**config.mk**
```make
export PLATFORM = sky130hd
export DESIGN_NAME = sar_target_finder
export DESIGN_NICKNAME = d
export VERILOG_FILES = /design/src/rtl/sar_target_finder.sv
export SDC_FILE = /design/constraint.sdc
export NUM_CORES = 1
export LEC_CHECK = 0
export ABC_AREA = 1
export CORE_UTILIZATION = 60
export CTS_CLUSTER_DIAMETER = 80
export DETAILED_ROUTE_END_ITERATION = 8
export DONT_BUFFER_PORTS = 1
export GPL_ROUTABILITY_DRIVEN = 0
export GPL_TIMING_DRIVEN = 0
export PLACE_DENSITY = 0.84
export SLEW_MARGIN = 20
export SYNTH_ARGS = -nofsm -noshare
export SYNTH_HDL_FRONTEND = slang
export SYNTH_SLANG_ARGS = --single-unit
```
**constraint.sdc**
```tcl
create_clock -name clk -period 4.2 [get_ports clk]
set_clock_uncertainty 0.2 [all_clocks]
set_input_delay 0 -clock clk [delete_from_list [all_inputs] [get_ports clk]]
set_output_delay 0 -clock clk [all_outputs]
set_load 0.02 [all_outputs]
```
**src/rtl/sar_target_finder.sv**
```systemverilog
// rtl/sar_target_finder.sv - successive-approximation search driving a magnitude comparator
// Probes MSB first from the comparator's eq/ne/gt/lt/ge/le flags to recover its in2 operand.
module sar_target_finder #(
  parameter int WIDTH = 4
) (
  input  logic                         clk,
  input  logic                         rst_n,
  input  logic                         start,
  input  logic [5:0]                   flags_in,
  output logic [WIDTH-1:0]             probe,
  output logic                         busy,
  output logic                         done,
  output logic [WIDTH-1:0]             result,
  output logic                         error,
  output logic [$clog2(WIDTH+1)-1:0]   steps
);

  localparam int SW = $clog2(WIDTH+1);
  localparam int KW = $clog2(WIDTH);
  localparam logic [5:0] F_EQ = 6'b110001;
  localparam logic [5:0] F_LT = 6'b101010;
  localparam logic [5:0] F_GT = 6'b010110;

  typedef enum logic {IDLE, SEARCH} state_t;

  state_t           state;
  logic [WIDTH-1:0] acc;
  logic [KW-1:0]    k;
  logic [WIDTH-1:0] nxt_bit;
  logic             is_lt;
  logic             is_gt;
  logic             fin;

  assign is_lt   = (flags_in == F_LT);
  assign is_gt   = (flags_in == F_GT);
  assign nxt_bit = {{(WIDTH-1){1'b0}}, 1'b1} << (k - KW'(1));
  // Anything other than a mid-search LT/GT ends the search on this edge.
  assign fin     = (state == SEARCH) && !((is_lt || is_gt) && (k != '0));

  always_ff @(posedge clk) begin
    if (!rst_n) begin
      state  <= IDLE;
      probe  <= '0;
      busy   <= 1'b0;
      done   <= 1'b0;
      result <= '0;
      error  <= 1'b0;
      steps  <= '0;
      acc    <= '0;
      k      <= KW'(WIDTH-1);
    end else begin
      done <= 1'b0;
      case (state)
        IDLE: begin
          probe <= '0;
          busy  <= 1'b0;
          if (start) begin
            state <= SEARCH;
            acc   <= '0;
            error <= 1'b0;
            steps <= '0;
            k     <= KW'(WIDTH-1);
            probe <= {1'b1, {(WIDTH-1){1'b0}}};
            busy  <= 1'b1;
          end
        end
        SEARCH: begin
          steps <= steps + SW'(1);
          if (flags_in == F_EQ) begin
            result <= probe;
          end else if (is_lt && (k != '0)) begin
            acc   <= probe;
            k     <= k - KW'(1);
            probe <= probe | nxt_bit;
          end else if (is_gt && (k != '0)) begin
            k     <= k - KW'(1);
            probe <= acc | nxt_bit;
          end else if (is_gt) begin
            result <= acc;
          end else begin
            // Illegal vector, or LT on the last bit (target cannot exceed the final probe).
            error  <= 1'b1;
            result <= '0;
          end
        end
        default: state <= IDLE;
      endcase
      if (fin) begin
        state <= IDLE;
        done  <= 1'b1;
        busy  <= 1'b0;
        probe <= '0;
      end
    end
  end

endmodule

```
==> impl_metrics.tcl, run 1 <==
set metrics [dict create \
    outcome "completed" \
    endpoint_kind "flip-flop" \
    synth-xor-area-share_pct 0.808 \
    vias 1045 \
    switching_share_pct 31.6 \
    grt_max_degree 12 \
    power_density_nw_per_um2 307 \
    synth.avg_cell_area_um2 7.37 \
    clockPowerShare_pct 25.7 \
    track_usage_pct 29.8 \
    synth_top_area_share_pct 38.8 \
    fin_setup_tns_ns 0 \
    tritoncts "built" \
    cts.clk_slew.worst_paths_ns 0.12 \
    cp_cell_sequence "dlygate4sd3_1 > nand2_2 > dlygate4sd3_1 > nor2_4 > dlygate4sd3_1 > nand2_4 > nand3_4 > nand2_4 > dlygate4sd3_1 > nor2_4 > dlygate4sd3_1 > o21a_1" \
    n_antenna_cell 0 \
    io_buffer_count 0 \
    fmax_ghz 0.267 \
    max_stage_delay_ns 0.65 \
    rows 14 \
    synthDistinctLibCells 23 \
    core_um2 1590 \
    power_uw 402 \
    hold_start "flags_in[2]" \
    grt_pass1_wl_mm 4.26 \
    multi_input_area_um2 592 \
    timing.hold.ws_ns 0.0146 \
    internal_power_uw 275 \
    maxSlewViolCount 0 \
    synth_nets 161 \
    vdd_drop_max_mv 0.343 \
    yosysSeqAreaShare_pct 38.8 \
    dieWidth_um 44.5 \
    crit_type "in -> reg" \
    finalHoldViolCount 0 \
    grt_pass1_vias 995 \
    dp.cells 171 \
    p_leak_nw 0.589 \
    drt-initial-drc-count 34 \
    wl_per_cell_um 13.9 \
    area.sequential_um2 420 \
    timing.rr.start "k[0]" \
    cp_slowest_cell "dlygate4sd3_1" \
    cts_setup_buffers 0 \
    slew_headroom_pct 65.3 \
    crit_top_cell "dlygate4sd3_1" \
    start_util_pct 68.0 \
    synth.area.mux_share_pct 0 \
    final_cells 192 \
    combPwrFrac_pct 17.7 \
    synthAdderAreaFrac_pct 5.77 \
    ys_ff_latch 21 \
    p_switching_uw 127 \
    maxCapViolCount 0 \
    yosysTopAreaCell "dfxtp_1" \
    cts.sinks 21 \
    rsz0062_at_grt "false" \
    place_hpwl_mm 1.67 \
    nNetsFinal 183 \
    syn_inst 147 \
    antenna_left 0 \
    overflow 0 \
    setup_viol 0 \
    remaining_drc_errors 0 \
    yosys-top-cells-area "dfxtp_1, nand2_1, ha_1" \
    cts_buffer_depth 2 \
    die_y_um 44.5 \
    cts-root-buf "clkbuf_4" \
    cts_max_level 1 \
    min_period_ns 3.75 \
    cp_max_fo 10 \
    cts_made_buffers 3 \
    worstPathRequired_ns 4.27 \
    drive_gt1_share_pct 10.7 \
    worstSetupStartpoint "flags_in[1]" \
    hold_path.class "in -> reg" \
    nFillCells 106 \
    dr.pass1.iters 4 \
    crit_arrival_ns 3.82 \
    avgViaCountPerCell 5.44 \
    tightest_slew_ns 0.518 \
    synth-compound-area-share_pct 8.55 \
    insertion_delay_ns 0.32 \
    fin_crit_sh_pct 89.2 \
    die-area_um2 1980 \
    synth_area_um2 1080 \
    antenna_found_initial 0 \
    synthToLayoutAreaGrowth_pct 20.9 \
    synth_warnings 0 \
    synth_top_family_by_area "simple AND/OR/NAND/NOR gates" \
    io_pins 23 \
    startpoint_type "input pin" \
    sequentialPowerShare_pct 56.7 \
    synth_simple_gate_area_share_pct 39.5 \
    drt_wl_total_mm 2.66 \
]
## layout by cell type (no fill, tap or decap), types with 4 or more instances in the layout
| master | count |
|---|---|
| a21oi_1 | 10 |
| dfxtp_1 | 21 |
| dlygate4sd3_1 | 17 |
| ha_1 | 5 |
| inv_1 | 14 |
| nand2_1 | 40 |
| nand3_1 | 12 |
| nor2_1 | 13 |
| nor2_4 | 4 |
| o21ai_0 | 7 |
## power by group through the flow
stage | clock network, mW | registers (mW) | logic, mW
final | 0.103 | 0.228 | 0.0711
after global routing | 0.107 | 0.230 | 0.0781
after CTS | 0.100 | 0.228 | 0.0687
after detailed placement | 0 | 0.232 | 0.0566
after global placement | 0 | 0.232 | 0.0538
after floorplan | 0 | 0.230 | 0.0457
## through the flow
stage	worst slack, ns	util [%]	instance area (µm²)
3_3_place_gp	2.50	69.9	1110
5_1_grt	0.335	82.2	1310
4_1_cts	0.523	82.2	1310
2_1_floorplan	2.63	-	1080
3_5_place_dp	2.46	69.9	1110
6_report	0.453	82.2	1310
## per-layer routing
| metal | vias to the layer above | GRT usage [%] | routed length [µm] |
|---|---|---|---|
| met1 | 483 | 36.7 | 1140 |
| met2 | 44 | 51.8 | 1310 |
| met5 | - | 0 | 0 |
| met4 | 0 | 11.5 | 40 |
| met3 | 5 | 4.90 | 174 |
| li1 | 513 | - | - |
## timing repair
| action | in CTS | in global routing |
|---|---|---|
| hold buffers | 17 | 0 |
| resized for setup | 0 | 0 |
| endpoints found under the hold margin | 21 | 0 |
## sequential cells by signal (all words and copies together) (netlist names)
name and flops:
state 1, result 4, k 2, done 1
busy 1, steps 3, error 1, probe 4
acc 4
## cell families (layout without fill, tap and decap cells)
family          count (synthesis)  after routing
simple gates                   84             84
flops                          21             21
compound gates                 18             18
buf+inv                        18             39
fa+ha+maj                       5              5
xor+xnor                        1              1
## layout make-up
type / instances / share of cell area, %
clock buffer: 4 / 2.01
tap: 24 / 2.29
buffer: 3 / 1.15
inverter: 15 / 4.30
sequential: 21 / 32.1
multi-input combinational: 108 / 45.2
timing repair buffer: 17 / 13.0
## cell usage after synthesis
cell type,count
nand3_1,12
nand3_2,1
buf_4,1
nand2_4,3
dfxtp_1,21
nand4_1,3
nand3_4,1
o21a_1,1
ha_1,5
and3_1,1
nor2_4,4
nand2_1,40
nor3_1,1
nand3b_1,1
a21oi_1,10
inv_1,14
o21ai_0,7
xnor2_1,1
nor2_1,13
inv_2,1
nor2_2,3
nand2_2,1
clkbuf_1,2
## final timing paths
| kind | depth (start not counted) | to | slack [ns] |
|---|---|---|---|
| min | 8 | result[1] | 0.01 |
| min reg2reg | 2 | acc[0] | 0.29 |
| max reg2reg | 11 | busy | 0.70 |
| max | 12 | busy | 0.45 |
## critical path, delay by kind of cell
kind	cells	cell delay [ns]
AOI/OAI and AO/OA	1	0.13
and+or+nand+nor	6	0.63
buffers and inverters	5	3.07
Power figures use the tool's default switching activity.
==> run 2, diff against run 1 <==
--- a/config.mk
+++ b/config.mk
@@ -12,3 +12,2 @@
 export DONT_BUFFER_PORTS = 1
-export GPL_ROUTABILITY_DRIVEN = 0
 export GPL_TIMING_DRIVEN = 0
==> constraint.sdc (replaced) <==
create_clock -name clk -period 4.2 [get_ports clk]
set_clock_uncertainty 0.2 [all_clocks]
set_input_delay 1.26 -clock clk [delete_from_list [all_inputs] [get_ports clk]]
set_output_delay 1.26 -clock clk [all_outputs]
set_load 0.02 [all_outputs]
==> run 2 against run 1 <==
  * Die area is the same
  * Clock-buffer cell count is the same
  * Worst hold slack gained 0.28 ns
  * Sequential share of layout area grew 4.8 points
  * Flip-flop and latch count is the same
  * Critical endpoint is now probe[3]
  * Largest cell class unchanged
  * Total power shrank 3.7%
  * Cell count shrank 8.9%
==> impl_metrics.tcl, run 2 (synthesized netlist as in run 1, its figures left out) <==
set metrics [dict create \
    outcome "completed" \
    vdd_drop_max_mv 0.327 \
    hold_start "acc[0]" \
    drt_wl_total_mm 2.26 \
    largestRegisters "acc (4), probe (4), result (4)" \
    tightest_slew_ns 0.542 \
    synthToLayoutAreaGrowth_pct 5.20 \
    cts_hold_buf 0 \
    cts.clk_slew.worst_paths_ns 0.12 \
    cts-root-buf "clkbuf_4" \
    p_leak_nw 0.517 \
    core_um2 1590 \
    rows 14 \
    overflow 0 \
    grt_pass1_wl_mm 3.64 \
    die-area_um2 1980 \
    grt_pass1_vias 880 \
    place.gp.congestion 0.876 \
    finish.utilization_pct 71.5 \
    n_antenna_cell 0 \
    endpoint_kind "output pin" \
    timing.hold.ws_ns 0.293 \
    drt-initial-drc-count 37 \
    cts_made_buffers 3 \
    cts_buffer_depth 2 \
    track_usage_pct 25.3 \
    min_period_ns 2.32 \
    crit_arrival_ns 0.86 \
    final_common_cell "nand2_1" \
    reg2reg_depth 8 \
    stdcell_area_um2 1140 \
    cp.depth 0 \
    io_buffer_count 0 \
    finalHoldViolCount 0 \
    tritoncts "built" \
    cts_setup_buffers 0 \
    slew_headroom_pct 63.6 \
    regToRegSetupSlack_ns 2.39 \
    most-common-layout-cells "nand2_1, dfxtp_1, inv_1, nor2_1, nand3_1" \
    grt_max_degree 12 \
    fin_setup_tns_ns 0 \
    maxCapViolCount 0 \
    worstPathRequired_ns 2.74 \
    cp_max_fo 5 \
    avgViaCountPerCell 5.56 \
    dr.pass1.iters 5 \
    hold_path_depth 2 \
    nFillCells 136 \
    cts_resized 0 \
    wl_per_cell_um 12.9 \
    insertion_delay_ns 0.31 \
    multi_input_area_um2 592 \
    nNetsFinal 166 \
    start_util_pct 68.0 \
    cts.sinks 21 \
    place_hpwl_mm 1.67 \
    dieWidth_um 44.5 \
    timing.rr.start "k[0]" \
    setup_viol 0 \
    antenna_found_initial 0 \
    area.sequential_um2 420 \
    rsz0062_at_grt "false" \
    fin_crit_sh_pct 55.3 \
    fmax_ghz 0.431 \
    crit_type "reg -> out" \
    io_pins 23 \
    power_density_nw_per_um2 340 \
    startpoint_type "flip-flop" \
    antenna_left 0 \
    holdPathEnd "acc[0]" \
    vias 973 \
    remaining_drc_errors 0 \
    reg2reg_to "acc[3]" \
    die_y_um 44.5 \
    power_uw 387 \
    cts_max_level 1 \
    maxSlewViolCount 0 \
    drive_gt1_share_pct 11.9 \
    placed_cell_area_um2 1110 \
    hold_path.class "reg -> reg" \
]
[run 2: worst max path at each step]
stage                to         from  slack (ns)
2_1_floorplan  probe[3]  flags_in[3]        1.97
3_5_place_dp      error  flags_in[1]        1.76
3_3_place_gp      error  flags_in[1]        1.84
5_1_grt        probe[3]     probe[3]        1.86
6_report       probe[3]     probe[3]        1.88
4_1_cts        probe[3]     probe[3]        1.89
[run 2: metal layers]
metal	track usage, %	wire length (µm)
met1	32.4	1020
met2	40.6	1040
met3	6.12	156
met4	10.9	48
met5	0	0
[run 2: per-stage QoR]
stage | cells | setup slack, ns
5_1_grt | 175 | 1.86
2_1_floorplan | 147 | 1.97
3_5_place_dp | 171 | 1.76
4_1_cts | 175 | 1.89
6_report | 175 | 1.88
3_3_place_gp | 171 | 1.84
[run 2: cell type report]
type / instances / share of cell area, %
clock buffer: 4 / 2.31
sequential: 21 / 36.9
tap: 24 / 2.63
buffer: 3 / 1.32
inverter: 15 / 4.94
multi-input combinational: 108 / 51.9
[run 2: report_power, final]
group	internal (mW)	switching [mW]	leakage [nW]
logic	0.0193	0.0383	0.331
clock network	0.0372	0.0649	0.0150
registers	0.210	0.0180	0.172
